===== src/rtl/adder_pkg.sv =====
// Shared FSM encodings and width helper for the chunk-serial adder.
package adder_pkg;

    typedef enum logic [1:0] {
        ST_IDLE = 2'd0,
        ST_RUN  = 2'd1,
        ST_DONE = 2'd2
    } state_t;

    // Counter width for n states; never narrower than one bit.
    function automatic int clog2(input int n);
        int r;
        r = 0;
        for (int i = 0; i < 31; i++) begin
            if ((1 << i) < n) r = i + 1;
        end
        return (r < 1) ? 1 : r;
    endfunction

endpackage


===== src/rtl/chunk_adder.sv =====
// CHUNK-bit ripple adder of full_adder cells; combinational, no flow control.
module chunk_adder #(
    parameter int CHUNK = 4
) (
    input  logic [CHUNK-1:0] a,
    input  logic [CHUNK-1:0] b,
    input  logic             c_in,
    output logic [CHUNK-1:0] sum,
    output logic             c_out,
    output logic             c_msb
);

    logic [CHUNK:0] c;

    assign c[0] = c_in;

    for (genvar i = 0; i < CHUNK; i++) begin : g_fa
        full_adder u_fa (
            .a     (a[i]),
            .b     (b[i]),
            .c_in  (c[i]),
            .sum   (sum[i]),
            .c_out (c[i+1])
        );
    end

    assign c_out = c[CHUNK];
    // Carry into the top bit, needed for signed overflow on the last chunk.
    assign c_msb = c[CHUNK-1];

endmodule


===== src/rtl/full_adder.sv =====
// One-bit full adder cell; purely combinational, no flow control.
module full_adder (
    input  logic a,
    input  logic b,
    input  logic c_in,
    output logic sum,
    output logic c_out
);

    assign sum   = a ^ b ^ c_in;
    assign c_out = (a & b) | (c_in & (a ^ b));

endmodule


===== src/rtl/chunk_serial_adder.sv =====
// Multi-cycle add/sub, CHUNK bits per clock; done pulses WIDTH/CHUNK+1 edges after start.
// No backpressure: start is only honoured in IDLE, ignored while busy or done.
module chunk_serial_adder
    import adder_pkg::*;
#(
    parameter int WIDTH = 32,
    parameter int CHUNK = 4
) (
    input  logic             clk,
    input  logic             rst,
    input  logic             start,
    input  logic             sub,
    input  logic [WIDTH-1:0] a,
    input  logic [WIDTH-1:0] b,
    input  logic             c_in,
    output logic             busy,
    output logic             done,
    output logic [WIDTH-1:0] sum,
    output logic             c_out,
    output logic             overflow
);

    localparam int NCHUNK = WIDTH / CHUNK;
    localparam int CW     = clog2(NCHUNK);
    localparam logic [CW-1:0] LAST = CW'(NCHUNK - 1);

    state_t           state;
    logic [CW-1:0]    cnt;
    logic [WIDTH-1:0] op_a;
    logic [WIDTH-1:0] op_b;
    logic             carry;

    logic [CHUNK-1:0] ch_a;
    logic [CHUNK-1:0] ch_b;
    logic [CHUNK-1:0] ch_sum;
    logic             ch_cout;
    logic             ch_cmsb;

    assign ch_a = op_a[int'(cnt)*CHUNK +: CHUNK];
    assign ch_b = op_b[int'(cnt)*CHUNK +: CHUNK];

    chunk_adder #(
        .CHUNK (CHUNK)
    ) u_chunk_adder (
        .a     (ch_a),
        .b     (ch_b),
        .c_in  (carry),
        .sum   (ch_sum),
        .c_out (ch_cout),
        .c_msb (ch_cmsb)
    );

    always_ff @(posedge clk or posedge rst) begin
        if (rst) begin
            state    <= ST_IDLE;
            cnt      <= '0;
            op_a     <= '0;
            op_b     <= '0;
            carry    <= 1'b0;
            sum      <= '0;
            c_out    <= 1'b0;
            overflow <= 1'b0;
            busy     <= 1'b0;
            done     <= 1'b0;
        end else begin
            case (state)
                ST_IDLE: begin
                    done <= 1'b0;
                    if (start) begin
                        // Subtraction is a + ~b + 1; c_in=1 as borrow drops the +1.
                        op_a  <= a;
                        op_b  <= sub ? ~b : b;
                        carry <= c_in ^ sub;
                        cnt   <= '0;
                        busy  <= 1'b1;
                        state <= ST_RUN;
                    end
                end
                ST_RUN: begin
                    sum[int'(cnt)*CHUNK +: CHUNK] <= ch_sum;
                    carry <= ch_cout;
                    if (cnt == LAST) begin
                        c_out    <= ch_cout;
                        overflow <= ch_cmsb ^ ch_cout;
                        busy     <= 1'b0;
                        done     <= 1'b1;
                        state    <= ST_DONE;
                    end else begin
                        cnt <= cnt + CW'(1);
                    end
                end
                ST_DONE: begin
                    done  <= 1'b0;
                    state <= ST_IDLE;
                end
                default: begin
                    busy  <= 1'b0;
                    done  <= 1'b0;
                    state <= ST_IDLE;
                end
            endcase
        end
    end

endmodule


===== config.mk =====
export PLATFORM = sky130hd
export DESIGN_NAME = chunk_serial_adder
export DESIGN_NICKNAME = d
export VERILOG_FILES = /design/src/rtl/adder_pkg.sv /design/src/rtl/chunk_adder.sv /design/src/rtl/full_adder.sv /design/src/rtl/chunk_serial_adder.sv
export SDC_FILE = /design/constraint.sdc
export NUM_CORES = 1
export LEC_CHECK = 0
export ABC_AREA = 1
export CAP_MARGIN = 10
export CORE_MARGIN = 1
export CORE_UTILIZATION = 47
export CTS_CLUSTER_DIAMETER = 60
export DETAILED_ROUTE_END_ITERATION = 16
export PLACE_DENSITY = 0.75
export SETUP_SLACK_MARGIN = 0.2
export SKIP_LAST_GASP = 1
export SLEW_MARGIN = 20
export SYNTH_ARGS = -nofsm -noshare
export SYNTH_HDL_FRONTEND = slang
export SYNTH_SLANG_ARGS = --single-unit

===== constraint.sdc =====
create_clock -name clk -period 4 [get_ports clk]
set_input_delay 1.2 -clock clk [delete_from_list [all_inputs] [get_ports clk]]
set_output_delay 1.2 -clock clk [all_outputs]
set_load 0.02 [all_outputs]

==> out/results.ini <==
[detailed_routing]
vias_per_cell = 5.01
via_count = 4605
first_pass_iters = 5
remaining_antenna_violation_count = 0
avgRoutedWirePerCell_um = 13.4
route.final.wire_length_um = 12300
drt_iter0_markers = 243
drc = 0

[synth]
synth.net_count = 766
post_synthesis_sequential_area_ratio_pct = 48.7
cell_count_after_synthesis = 686
synth_edf_count = 0
yosys_register_bits = 106
post_synth_main_area_contributors = sky130_fd_sc_hd__dfrtp_1 49%, sky130_fd_sc_hd__nand2_1 17%, sky130_fd_sc_hd__nand3_1 6.0%
post_synthesis_cell_area_um2 = 5450
synth_area_per_cell_um2 = 7.94
share_of_async_settable_or_async_resettable_flops_after_synthesis_pct = 100
synth-warning-count = 0
synth_largest_area_cell = sky130_fd_sc_hd__dfrtp_1
synth_flop_cell = sky130_fd_sc_hd__dfrtp_1
synth.lib_cells_used.distinct = 24
post-synth-top-area-fraction_pct = 48.7

[sta]
final_period_minus_worst_setup_slack_ns = 3.26
grt_setup_unrepaired = false
fmax_mhz = 307
max_slew_margin_pct = 43.1
final_max_slew_viol_count = 0
max_slew.worst_pin.slew_ns = 0.854
finalClockSkew_ns = 0.00907
finalHoldViolations = 0
setup_violations = 0
timing.final.crit_share_pct = 81.4
setup-tns-final_ns = 0

[final_layout]
final_common_cell = sky130_fd_sc_hd__nand2_1
final_design_area_no_fill_um2 = 6800
final_cells = 919
layout-drive-gt1-share_pct = 5.52
final_net_count = 854
n_fill_cell = 1014
antennaDiodeCount = 0
highest_count_cells_in_the_layout_ignoring_fill_and_taps = 246 x sky130_fd_sc_hd__nand2_1, 106 x sky130_fd_sc_hd__dfrtp_1, 103 x sky130_fd_sc_hd__clkdlybuf4s50_1, 66 x sky130_fd_sc_hd__inv_1, 65 x sky130_fd_sc_hd__nand3_1
syn2layout_area_growth_pct = 24.8

[worst_hold_path]
hold_path.class = reg -> reg

[clock_tree]
numCtsBuffers = 9
ctsHtreeMaxLevel = 3
cts_hold_repair.buffers = 0
later_pin_clock_latency_in_the_skew_report_ns = 0.35
cts_tree = yes
clock_path_buffers = 2
clock_transition_at_the_registers_of_the_reported_paths_ns = 0.07
post_cts_buffers = 0
cts_sinks = 106
root_buffer = sky130_fd_sc_hd__clkbuf_16
post_cts_resized = 0

[worst_setup_path]
crit_slowest_cell = sky130_fd_sc_hd__fa_1
worst_ep_arrival_time_ns = 3.55
setup.worst_path.class = reg -> reg
critPathRequiredTime_ns = 4.29
timing.critical_path.cells = inv_2 -> nand2_1 -> nand3_1 -> nand3_1 -> nand2_1 -> fa_1 -> fa_1 -> inv_1 -> fa_1 -> fa_1 -> nand2_1 -> nor2_1 -> nand3_1 -> nand2_1
worst_setup_path_start_kind = flip-flop
max_stage_delay_ns = 0.68
critPathBufInv = 2
end_kind = flip-flop
worst_path_dominant_cell_family = adder cells
worst-path-max-fanout = 31

[global_routing]
grt_overflow_total = 0
pin_count_of_the_biggest_net_entering_global_routing = 107
grt_usage_pct = 22.5
antenna_found_initial = 0
first_pass_grt_wire_length_um = 20700
number_of_global_route_vias_before_repair = 4455

[placed_design]
dpl_cell_area_um2 = 6520
hpwlAfterDp_um = 8880
numPlacedInstances = 903
gpl.final_weighted_congestion = 0.828
place.port_buffers = 104

[die]
die_outline_width_um = 110
core.rowCount = 38
floorplan.die_area_um2 = 12000
die_height_um = 110
placeableCoreArea_um2 = 11100
floorplan.initialDensity_pct = 49.2
floorplan.io_pins = 105

[run_status]
outcome = completed

[power]
power_density_nw_per_um2 = 821
leakage_uw = 0.00327
vdd.ir_drop.worst_v = 0.000384

[job]
max-cap-violations = 0

[per-layer routing]
layer	part of all wire [%]	GRT usage [%]
met5	0	0
met4	2.9	10.1
met3	4.8	4.21
met2	48	38.0
met1	44	28.2
[cells by family after synthesis]
kind of cell | Yosys count | share of synthesized area, %
xor gates and xnor gates | 33 | 5.31
and+or+nand+nor | 354 | 27.1
adders and majority gates | 11 | 3.08
buffers and inverters | 101 | 8.13
AOI/OAI and AO/OA | 81 | 7.65
DFF | 106 | 48.7
[tightest hold or removal path: stages (launching register included)]
cell,delay (ns)
sky130_fd_sc_hd__dfrtp_1,0.35
sky130_fd_sc_hd__nand2_1,0.06
sky130_fd_sc_hd__nand2_1,0.05
[final timing paths]
kind                                      from              endpoint  slack [ns]  cells past startpoint
min in group asynchronous                  rst   op_a[3]$_DFFE_PP0P_        1.35                      3
min reg2reg                sum[16]$_DFFE_PP0P_   sum[16]$_DFFE_PP0P_        0.48                      2
max in group asynchronous                  rst  overflow$_DFFE_PP0P_        2.22                      3
max                         cnt[0]$_DFFE_PP0P_   sum[19]$_DFFE_PP0P_        0.74                     14
min                        sum[16]$_DFFE_PP0P_   sum[16]$_DFFE_PP0P_        0.48                      2
max reg2reg                 cnt[0]$_DFFE_PP0P_   sum[19]$_DFFE_PP0P_        0.74                     14
[flip-flops by register name, indices dropped and copies added, names as in the netlist]
name,cells
state,2
op_a,32
cnt,3
carry,1
overflow,1
busy,1
c_out,1
done,1
op_b,32
sum,32
[cells in the mapped netlist, types with 2 or more instances]
| cell type | n |
|---|---|
| sky130_fd_sc_hd__nand2_1 | 246 |
| sky130_fd_sc_hd__dfrtp_1 | 106 |
| sky130_fd_sc_hd__inv_1 | 67 |
| sky130_fd_sc_hd__nand3_1 | 65 |
| sky130_fd_sc_hd__o21ai_0 | 63 |
| sky130_fd_sc_hd__xnor2_1 | 32 |
| sky130_fd_sc_hd__nor2_1 | 24 |
| sky130_fd_sc_hd__o21ai_1 | 17 |
| sky130_fd_sc_hd__buf_2 | 16 |
| sky130_fd_sc_hd__nand2_2 | 8 |
| sky130_fd_sc_hd__ha_1 | 7 |
| sky130_fd_sc_hd__clkbuf_1 | 5 |
| sky130_fd_sc_hd__or2_2 | 5 |
| sky130_fd_sc_hd__buf_4 | 4 |
| sky130_fd_sc_hd__fa_1 | 4 |
| sky130_fd_sc_hd__nor2_2 | 4 |
| sky130_fd_sc_hd__buf_6 | 3 |
| sky130_fd_sc_hd__inv_2 | 3 |
| sky130_fd_sc_hd__clkbuf_2 | 2 |
[report_power, final]
group / total, uW / switching [uW] / internal (uW)
Combinational: 2970 / 1900 / 1070
Sequential: 1780 / 242 / 1540
Clock: 829 / 389 / 440
[cell type report]
cell class              instances  area, um^2  share of cell area [%]
clock buffers                  12         246                    3.63
clock inverters                 4        27.5                   0.405
inverters                      70         267                    3.92
multi-input cells             479        2350                    34.6
flip-flops and latches        106        2650                    39.0
well taps                     140         175                    2.58
repair buffers                108        1080                    15.9
[metrics by stage]
step | hold WS [ns] | total power, uW | setup slack, ns | utilization, %
global route | 0.502 | 6070 | 0.425 | 61.4
CTS | 0.480 | 5600 | 0.742 | 61.4
global placement | 0.456 | 4660 | 0.862 | 58.9
detailed placement | 0.463 | 4760 | 0.763 | 58.9
floorplan | 0.441 | 3850 | 0.986 | -
finish | 0.480 | 5580 | 0.744 | 61.4
No activity file was read; power rests on OpenSTA's default activity.
